File: src/rtl/trace_pkg.sv
// trace_pkg: shared record, kind and state types for the retire trace unit.
package trace_pkg;

  // Records carry counter fields at this fixed width. Narrower CYC_W
  // configurations zero-extend into it, and the constant upper bits fall away.
  localparam int TRACE_CNT_MAX_W = 64;

  typedef enum logic [2:0] {
    KIND_NOP  = 3'd0,
    KIND_REG  = 3'd1,
    KIND_LD   = 3'd2,
    KIND_ST   = 3'd3,
    KIND_HALT = 3'd4
  } trace_kind_e;

  typedef struct packed {
    trace_kind_e                kind;
    logic [TRACE_CNT_MAX_W-1:0] inum;
    logic [TRACE_CNT_MAX_W-1:0] cycle;
    logic [15:0]                pc;
    logic [3:0]                 regNum;
    logic [15:0]                value;
    logic [15:0]                addr;
  } trace_rec_t;

  typedef enum logic [1:0] {
    ST_RUN    = 2'd0,
    ST_HALTED = 2'd1,
    ST_DONE   = 2'd2
  } trace_state_e;

  // First match wins: halt beats load, load beats plain register write, etc.
  function automatic trace_kind_e classifyKind(input logic halt, input logic regWrite,
                                               input logic memRead, input logic memWrite);
    if (halt) return KIND_HALT;
    if (regWrite && memRead) return KIND_LD;
    if (regWrite) return KIND_REG;
    if (memWrite) return KIND_ST;
    return KIND_NOP;
  endfunction

endpackage

File: src/rtl/trace_fifo.sv
// trace_fifo: circular record buffer, up to NUM_PORTS pushes and one pop per cycle.
// The caller compacts records into pushRec[0 .. pushCount-1] and never pushes
// more than the free space seen at the start of the cycle.
module trace_fifo
  import trace_pkg::*;
#(
  parameter int NUM_PORTS = 1,
  parameter int DEPTH = 16,
  localparam int PTR_W = $clog2(DEPTH),
  localparam int CNT_W = PTR_W + 1
) (
  input  logic                        clk,
  input  logic                        rst_n,
  input  logic [CNT_W-1:0]            pushCount,
  input  trace_rec_t [NUM_PORTS-1:0]  pushRec,
  input  logic                        pop,
  output trace_rec_t                  headRec,
  output logic [CNT_W-1:0]            count
);

  trace_rec_t mem [DEPTH];
  logic [PTR_W-1:0] wrPtr;
  logic [PTR_W-1:0] rdPtr;
  logic popFire;

  assign popFire = pop && (count != '0);
  assign headRec = mem[rdPtr];

  // Storage: write the compacted records into consecutive slots from wrPtr.
  always_ff @(posedge clk) begin
    for (int k = 0; k < NUM_PORTS; k++) begin
      if (CNT_W'(k) < pushCount) mem[wrPtr + PTR_W'(k)] <= pushRec[k];
    end
  end

  // Pointers wrap naturally modulo DEPTH; occupancy tracks pushes minus pops.
  always_ff @(posedge clk or negedge rst_n) begin
    if (!rst_n) begin
      wrPtr <= '0;
      rdPtr <= '0;
      count <= '0;
    end else begin
      wrPtr <= wrPtr + pushCount[PTR_W-1:0];
      rdPtr <= rdPtr + PTR_W'(popFire);
      count <= count + pushCount - CNT_W'(popFire);
    end
  end

endmodule

File: src/rtl/retire_trace_buffer.sv
// retire_trace_buffer: classifies retiring instructions into trace records,
// buffers them, and runs the halt-drain sequence and cycle watchdog.
//
// state      | meaning
// -----------+-----------------------------------------------------------
// ST_RUN     | accepting retires, watchdog armed
// ST_HALTED  | HALT seen (kept or dropped); retires ignored, FIFO draining
// ST_DONE    | drained after halt, or watchdog expired; left only by reset
module retire_trace_buffer
  import trace_pkg::*;
#(
  parameter int NUM_PORTS = 1,
  parameter int DEPTH = 16,
  parameter int CYC_W = 32,
  parameter int MAX_CYCLES = 100000
) (
  input  logic                    clk,
  input  logic                    rst_n,
  input  logic [NUM_PORTS-1:0]    ret_valid,
  input  logic [16*NUM_PORTS-1:0] ret_pc,
  input  logic [NUM_PORTS-1:0]    ret_regwrite,
  input  logic [NUM_PORTS-1:0]    ret_memread,
  input  logic [NUM_PORTS-1:0]    ret_memwrite,
  input  logic [NUM_PORTS-1:0]    ret_halt,
  input  logic [4*NUM_PORTS-1:0]  ret_wreg,
  input  logic [16*NUM_PORTS-1:0] ret_wdata,
  input  logic [16*NUM_PORTS-1:0] ret_addr,
  input  logic [16*NUM_PORTS-1:0] ret_mdata,
  output logic                    trace_valid,
  input  logic                    trace_ready,
  output logic [2:0]              trace_kind,
  output logic [CYC_W-1:0]        trace_inum,
  output logic [CYC_W-1:0]        trace_cycle,
  output logic [15:0]             trace_pc,
  output logic [15:0]             trace_value,
  output logic [15:0]             trace_addr,
  output logic [3:0]              trace_reg,
  output logic                    overflow,
  output logic [CYC_W-1:0]        drop_count,
  output logic                    timeout,
  output logic                    done
);

  localparam int PTR_W = $clog2(DEPTH);
  localparam int CNT_W = PTR_W + 1;

  trace_state_e state;
  logic [CYC_W-1:0] cycleCount;
  logic [CYC_W-1:0] cycleNext;
  logic [CYC_W-1:0] instCount;
  logic [CYC_W-1:0] wdCount;
  logic [CNT_W-1:0] fifoCount;
  logic [CNT_W-1:0] freeSlots;
  logic [CNT_W-1:0] pushCount;
  logic [CNT_W-1:0] numCounted;
  logic [CNT_W-1:0] numDropped;
  trace_rec_t [NUM_PORTS-1:0] pushRec;
  trace_rec_t slotRec;
  trace_rec_t headRec;
  trace_rec_t headOut;
  logic popFire;
  logic wdFire;
  logic accepting;
  logic haltTaken;
  logic unusedHeadBits;

  function automatic logic [CYC_W-1:0] satAdd(input logic [CYC_W-1:0] a, input logic [CYC_W-1:0] b);
    logic [CYC_W:0] sum;
    sum = {1'b0, a} + {1'b0, b};
    return sum[CYC_W] ? '1 : sum[CYC_W-1:0];
  endfunction

  assign cycleNext   = satAdd(cycleCount, CYC_W'(1));
  assign trace_valid = (fifoCount != '0);
  assign popFire     = trace_valid && trace_ready;
  // wdCount hits zero once cycleCount == MAX_CYCLES, so the firing edge is
  // the one that takes the cycle count past the limit.
  assign wdFire      = (state == ST_RUN) && (wdCount == '0);
  assign accepting   = (state == ST_RUN) && !wdFire;
  assign freeSlots   = CNT_W'(DEPTH) - fifoCount;

  // Classify each slot in age order, stop after the first HALT, and keep the
  // oldest records that fit the space free at the start of the cycle.
  always_comb begin
    pushRec    = '0;
    slotRec    = '0;
    pushCount  = '0;
    numCounted = '0;
    numDropped = '0;
    haltTaken  = 1'b0;
    for (int i = 0; i < NUM_PORTS; i++) begin
      slotRec = '0;
      if (accepting && ret_valid[i] && !haltTaken) begin
        slotRec.kind  = classifyKind(ret_halt[i], ret_regwrite[i], ret_memread[i], ret_memwrite[i]);
        slotRec.inum  = TRACE_CNT_MAX_W'(satAdd(instCount, CYC_W'(numCounted)));
        slotRec.cycle = TRACE_CNT_MAX_W'(cycleNext);
        slotRec.pc    = ret_pc[16*i +: 16];
        case (slotRec.kind)
          KIND_LD: begin
            slotRec.regNum = ret_wreg[4*i +: 4];
            slotRec.value  = ret_wdata[16*i +: 16];
            slotRec.addr   = ret_addr[16*i +: 16];
          end
          KIND_REG: begin
            slotRec.regNum = ret_wreg[4*i +: 4];
            slotRec.value  = ret_wdata[16*i +: 16];
          end
          KIND_ST: begin
            slotRec.addr  = ret_addr[16*i +: 16];
            slotRec.value = ret_mdata[16*i +: 16];
          end
          default: ;
        endcase
        if (numCounted < freeSlots) begin
          for (int k = 0; k < NUM_PORTS; k++) begin
            if (CNT_W'(k) == pushCount) pushRec[k] = slotRec;
          end
          pushCount = pushCount + CNT_W'(1);
        end else begin
          numDropped = numDropped + CNT_W'(1);
        end
        numCounted = numCounted + CNT_W'(1);
        if (ret_halt[i]) haltTaken = 1'b1;
      end
    end
  end

  trace_fifo #(
    .NUM_PORTS(NUM_PORTS),
    .DEPTH(DEPTH)
  ) uFifo (
    .clk(clk),
    .rst_n(rst_n),
    .pushCount(pushCount),
    .pushRec(pushRec),
    .pop(popFire),
    .headRec(headRec),
    .count(fifoCount)
  );

  // Outputs read zero whenever no record is at the head.
  assign headOut     = trace_valid ? headRec : '0;
  assign trace_kind  = headOut.kind;
  assign trace_inum  = headOut.inum[CYC_W-1:0];
  assign trace_cycle = headOut.cycle[CYC_W-1:0];
  assign trace_pc    = headOut.pc;
  assign trace_value = headOut.value;
  assign trace_addr  = headOut.addr;
  assign trace_reg   = headOut.regNum;
  assign unusedHeadBits = ^{headOut.inum, headOut.cycle};

  // Counters, sticky flags, watchdog and the run/halt/done state machine.
  always_ff @(posedge clk or negedge rst_n) begin
    if (!rst_n) begin
      state      <= ST_RUN;
      cycleCount <= '0;
      instCount  <= '0;
      wdCount    <= CYC_W'(MAX_CYCLES);
      drop_count <= '0;
      overflow   <= 1'b0;
      timeout    <= 1'b0;
      done       <= 1'b0;
    end else begin
      cycleCount <= cycleNext;
      if (wdCount != '0) wdCount <= wdCount - CYC_W'(1);
      instCount  <= satAdd(instCount, CYC_W'(numCounted));
      drop_count <= satAdd(drop_count, CYC_W'(numDropped));
      if (numDropped != '0) overflow <= 1'b1;
      case (state)
        ST_RUN: begin
          if (wdFire) begin
            timeout <= 1'b1;
            done    <= 1'b1;
            state   <= ST_DONE;
          end else if (haltTaken) begin
            state <= ST_HALTED;
          end
        end
        ST_HALTED: begin
          // No pushes here, so the FIFO empties exactly when the last entry pops.
          if (fifoCount == CNT_W'(popFire)) begin
            done  <= 1'b1;
            state <= ST_DONE;
          end
        end
        default: ;
      endcase
    end
  end

endmodule

File: config.mk
export PLATFORM = sky130hd
export DESIGN_NAME = retire_trace_buffer
export DESIGN_NICKNAME = d
export VERILOG_FILES = /design/src/rtl/trace_pkg.sv /design/src/rtl/trace_fifo.sv /design/src/rtl/retire_trace_buffer.sv
export SDC_FILE = /design/constraint.sdc
export NUM_CORES = 2
export LEC_CHECK = 0
export CAP_MARGIN = 20
export CORE_ASPECT_RATIO = 0.6
export CORE_MARGIN = 10
export CORE_UTILIZATION = 55
export DETAILED_ROUTE_END_ITERATION = 8
export PLACE_DENSITY_LB_ADDON = 0.1
export SYNTH_ARGS = -nofsm -noshare
export SYNTH_HDL_FRONTEND = slang
export SYNTH_SLANG_ARGS = --single-unit
File: constraint.sdc
create_clock -name clk -period 22.8 [get_ports clk]
set_clock_uncertainty 0.1 [all_clocks]
set_input_delay 4.56 -clock clk [delete_from_list [all_inputs] [get_ports clk]]
set_output_delay 4.56 -clock clk [all_outputs]
set_load 0.02 [all_outputs]
* After elaboration in Yosys (flattened, before gate mapping)
Memories as Yosys holds them, arrays and structs flattened. Cells that the tools add are included.
Word-level totals: bits in registers 146, latch bits 0, memory bits (writable) 2928, bits in read-only memories 0, output and inout port bits 155, logic and storage cells 96, memories 1
Operators by class: add/sub/neg operators 9, multipliers 0, div/mod/pow operators 0, order comparisons 2, equality and inequality tests 8, shifts and indexed selects 0, muxes and demuxes 47, bitwise logic cells 0, reduce and logical (&&, ||, !) cells 18
Memories:
- uFifo.mem | words 16, bits a word 183, rd ports 1, clocked after memory_dff 0, wr ports 1, RTL line trace_fifo.sv:21 | trace_rec_t mem [DEPTH];
Operators by type and width (number):
- $mux 183 | 3
- $mux 32 | 3
- $add 32x5->33 | 2
- $add 32x1->33 const B | 1
- $logic_not 32->1 | 1
- $pmux 16 s2 | 1
- $reduce_bool 32->1 | 1
- $sub 32x1->32 const B | 1
- $mux 3 | 9
- $mux 1 | 24
- $mux 16 | 1
- $reduce_bool 5->1 | 2
- $add 4x1->4 | 2
- $eq 3x2->1 const B | 2
- $logic_and 1x1->1 | 6
- $mux 2 | 3
- $reduce_and 3->1 | 2
- $add 5x1->5 | 1
- $eq 5x1->1 | 1
- $lt 1x5->1 const A | 1
- $sub 5x1->5 | 1
- $sub 5x5->5 const A | 1
- $mux 4 | 1
- $ne 2x2->1 const B | 2
- other kinds (11) | 12

* Longest topological paths before layout
word-level depth 25, mapped depth 18, depth with buffers taken out 17

* Hierarchy
A second synthesis with hierarchy kept.
Second synthesis, totals: cells, all modules 5776, area, all modules 119130.5 um^2
By module, submodules not included:
- trace_fifo | instances 1, cells each 4815, area each 110736.2 um^2, seq. area each 88249.6 um^2
- retire_trace_buffer | instances 1, cells each 961, area each 8394.3 um^2, seq. area each 3335.7 um^2

* Least setup slack after synthesis
OpenSTA, ideal clock, no wires.
kind input to register, from input port ret_valid, to memory uFifo.mem[6][0] (netlist bit) (enable), setup time 0.889 ns, arrival time 16.576 ns, required time 21.811 ns, path slack 5.236 ns, stages 5, buffers on the path 1, cells stage by stage nand2_1 > or2_2 > or2_2 > buf_2 > nor4_1
Between the ends: word-level cells in the longest chain between the ends 5
RTL lines:
- from (decl) | RTL line retire_trace_buffer.sv:19 | input logic [NUM_PORTS-1:0] ret_valid,
- $logic_and 1x1->1 | RTL line retire_trace_buffer.sv:93 | if (accepting && ret_valid[i] && !haltTaken) begin
- $mux 1 | RTL line retire_trace_buffer.sv:93
- $lt 1x1->1 | RTL line trace_fifo.sv:32 | if (CNT_W'(k) < pushCount) mem[wrPtr + PTR_W'(k)] <= pushRec[k];
- $mux 1 | RTL line trace_fifo.sv:32
- $mux 1 (implied by the code) | RTL line trace_fifo.sv:32
- to (decl) | RTL line trace_fifo.sv:21
Every way passes these cells.

* Worst setup path after layout
from register uFifo.rdPtr[0], to output port trace_cycle[29]
Between the ends: word-level cells in the longest chain between the ends 2
RTL lines:
- from (decl) | RTL line trace_fifo.sv:23 | logic [PTR_W-1:0] rdPtr;
- from (signal assigned) | RTL line trace_fifo.sv:44 | rdPtr <= rdPtr + PTR_W'(popFire);
- $mem_v2 16x183
- $mux 183 | RTL line retire_trace_buffer.sv:142 | assign headOut = trace_valid ? headRec : '0;
- to (decl) | RTL line retire_trace_buffer.sv:33 | output logic [CYC_W-1:0] trace_cycle,
Every way passes these cells.

==> impl_summary.txt <==
----------------------------------------------------
[Yosys]
  Area share of the leading cell type in the synthesized netlist ... a little under three quarters
  Synth Cell Area ... 80000 um^2
  Number of enable-type register cells in the synthesized netlist ... about 1900
  Number of unique standard cell types used by synthesis ... 52
  Synth cell count leaders ... 1904 x edfxtp_1, 595 x mux4_2, 190 x and2_1
  Yosys warning total ... 0
  Post-synth top area cell ... edfxtp_1
  Avg Cell Area, Syn ... around 22 um^2
  Sequential element share of the synthesized area ... between 70 and 80%
  Proportion of register bits with asynchronous set or reset after synthesis ... roughly 7.1%
  Post-synthesis net count ... 3742
  Post-synthesis register bit count ... 2050
  Most area-consuming cells after synthesis ... edfxtp_1 71%, mux4_2 17%, dfrtp_1 4.4%
  Most instantiated flip-flop cell in the synthesis netlist ... edfxtp_1
  Instance count of the mapped netlist ... between 3000 and 4000
  Most common cell in the netlist ... edfxtp_1

[Status]
  Outcome ... complete, no violations

[Clock network]
  CTS max path bufs ... 3
  Clock transition time at the flip-flop clock pins of the worst setup and hold paths ... around 0.06 ns
  Clk Latency, worst-skew pair ... 0.81 ns
  Number of buffers inserted by hold repair at cts ... 0
  Buffers inserted by post-CTS timing repair ... 0
  Gates resized, CTS repair ... 0
  CTS tree ... done
  H-tree lvl count ... 4
  Number of clock buffers inserted by TritonCTS ... 180
  Clock tree root buffer cell ... clkbuf_16
  Clock tree sinks ... approximately 2100

[Setup path]
  Largest fanout on the critical path ... about 120
  Sort of element at the start of the critical path ... register
  WP data required ... roughly 18 ns
  Arrival time of data at the critical path endpoint ... between 7 and 8 ns
  Critical setup path kind ... reg -> out
  Endpoint class of the critical path ... output pin

[Floorplan]
  Initial Utilization ... 55.4%
  Std cell rows ... between 100 and 150
  Placeable core area ... roughly 140000 um^2
  Floorplan die height ... 315 um
  Die area ... roughly 160000 um^2
  I/O pin count ... ~230
  Die X ... 512 um

[Drt]
  Detailed-route via count ... 38200
  Post-detailed-route wirelength per cell ... around 30 um
  Via-to-Cell Ratio ... 6.30
  DRC errors left ... 0
  Final WL ... ~180 mm
  Detailed router's first-iteration violation count ... between 4000 and 5000
  Count of antenna-violating nets left after detailed routing ... 0
  Detailed-router iteration count before antenna repair ... 7

[Global route]
  Number of global-route vias before repair ... around 40000
  Grt ovf ... 0
  Antenna violations before repair ... 5
  Wire length of the first global-routing pass ... roughly 270 mm
  Largest net degree at the start of global routing ... about 170
  Total routing usage reported by global routing ... a little under a quarter

[Placed design]
  Number of input and output port buffers inserted ... 230
  GPL Wtd Cong ... between 0.7 and 0.8
  Half-perimeter wire length after placement ... between 90 and 100 mm

[Timing]
  Highest clock frequency the design can meet ... between 80 and 90 MHz
  Final Hold Slack ... 0.373 ns
  Setup repair after global routing missed its margin ... no
  Final Max Slew Viols ... 0
  Final TNS setup ... 0 ns
  Final Cycle Share ... 52.5%
  Final critical-path required period ... 11.96 ns
  Worst relative slew slack ... between 20% and 30%
  Total count of hold-check failures in the final report ... 0
  Transition time at the pin with the least slew margin ... approximately 1.1 ns
  # setup viols final ... 0

[Power and ir drop]
  Cell Pwr Density ... slightly above 90 nW/um^2
  Power dissipated by switching net loads ... around 2.1 mW
  Total power ... 8.40 mW
  Design internal power ... around 6.3 mW
  Static Leakage ... about 24 nW
  Sequential cell fraction of total power ... between 40 and 50%
  Share of total power in the clock network ... between 30 and 40%
  Combinational cell fraction of total power ... 14.4%
  Fraction of power spent switching nets ... 24.7%
  Max VDD drop ... between 0.09 and 0.1 mV

[Min path]
  Type of the worst min-delay path ... reg -> reg

[Flow run]
  Max-cap violations ... 0

[Layout]
  Fill count ... around 9500
  Final Net Count ... around 4000
  Fraction of layout cells with a size suffix above 1 ... between 20 and 25%
  Area overhead of the layout relative to synthesis ... 13.6%
  Core utilization of the finished layout ... around 63%

----------------------------------------------------
==> routing by layer <==
metal / routed length, um / global-route usage [%]
met5: 0 / 0
met4: 3630 / 5.51
met3: 12300 / 3.80
met2: 91300 / 37.4
met1: 77500 / 32.7
==> power groups by stage <==
stage          Combinational, mW  Clock, mW  Sequential, mW
6_report                    1.21       3.05            4.14
4_1_cts                     1.24       3.11            4.14
3_5_place_dp                1.24          0            4.22
2_1_floorplan              0.948          0            4.14
5_1_grt                     1.30       3.27            4.15
3_3_place_gp                1.22          0            4.22
==> cells in the final DEF (no fill, tap or decap), types with 6 or more instances in the layout <==
cell type	netlist	final
and2_1	190	190
clkbuf_16	0	184
clkbuf_8	0	10
and3_1	26	26
nand4_1	30	30
clkbuf_1	104	43
inv_6	0	8
nor3_2	0	11
dfstp_2	6	6
nand2b_1	12	12
clkdlybuf4s50_1	0	229
nor3_1	28	17
xnor2_1	32	32
or4_1	8	8
mux4_2	595	595
clkinv_2	0	24
o21ai_0	12	12
bufinv_16	0	19
and4_1	9	9
nor4_2	0	7
a21oi_1	37	36
nand3_1	41	41
inv_1	20	19
ha_1	20	20
clkinv_1	0	38
xor2_1	67	67
edfxtp_1	1904	1904
nor2_1	61	60
nor4_1	28	21
buf_4	11	99
dfrtp_1	140	136
a22oi_1	16	16
nand2_1	124	124
==> final timing paths <==
check	slack, ns	endpoint	depth (start not counted)	start
worst min register to register	0.37	wdCount[21]	1	wdCount[21]
min in group asynchronous	3.72	drop_count[19]	1	rst_n
max in group asynchronous	17.53	instCount[8]	2	rst_n
worst max-delay path	10.84	trace_cycle[29]	8	uFifo.rdPtr[0]
worst min-delay path	0.37	wdCount[21]	1	wdCount[21]
worst max register to register	17.50	uFifo.count[4]	18	wdCount[0]
==> per-stage QoR <==
step | area [um^2] | setup slack, ns | std cells
finish | 90900 | 10.84 | 6062
global route | 90900 | 10.08 | 6060
floorplan | 80000 | 5.24 | 3645
CTS | 90700 | 10.49 | 6037
detailed placement | 84800 | 11.39 | 5706
global placement | 84800 | 11.50 | 5704
==> area by class of cell <==
type | instances | area (um^2) | area share [%]
multi-input cells | 1394 | 18500 | 20.3
diodes | 3 | 7.51 | 0.00826
clock inverters | 94 | 967 | 1.06
flip-flops and latches | 2050 | 60900 | 67.0
well taps | 1925 | 2410 | 2.65
inverters | 21 | 81.3 | 0.0895
clock buffers | 237 | 4900 | 5.40
repair buffers | 338 | 3210 | 3.53
==> flip-flops by register name, summed over array words and instances, names as in the netlist <==
register     cells
overflow         1
instCount       32
uFifo.mem     1904
uFifo.rdPtr      4
uFifo.wrPtr      4
done             1
cycleCount      32
wdCount         32
state            2
uFifo.count      5
timeout          1
drop_count      32
==> logic make-up (layout without fill, tap and decap cells) <==
group / count (synthesis) / in the layout / synth area share, %
other: 0 / 3 / 0
AO/OA/AOI/OAI: 89 / 89 / 0.688
flip-flops: 2050 / 2050 / 76.1
AND/OR/NAND/NOR: 581 / 581 / 3.94
XOR/XNOR: 99 / 99 / 1.08
buffers and inverters: 201 / 690 / 1.00
adder cells (fa/ha/maj): 21 / 21 / 0.338
multiplexers: 604 / 604 / 16.9
==> critical path, cell delays in order, from the launching register on <==
cell,delay [ns]
dfrtp_4,0.87
buf_4,0.82
buf_4,0.86
buf_12,0.80
buf_4,0.88
mux4_2,0.60
mux4_2,0.53
and2_1,0.24
clkdlybuf4s50_1,0.56
Power figures use the tool's default switching activity.
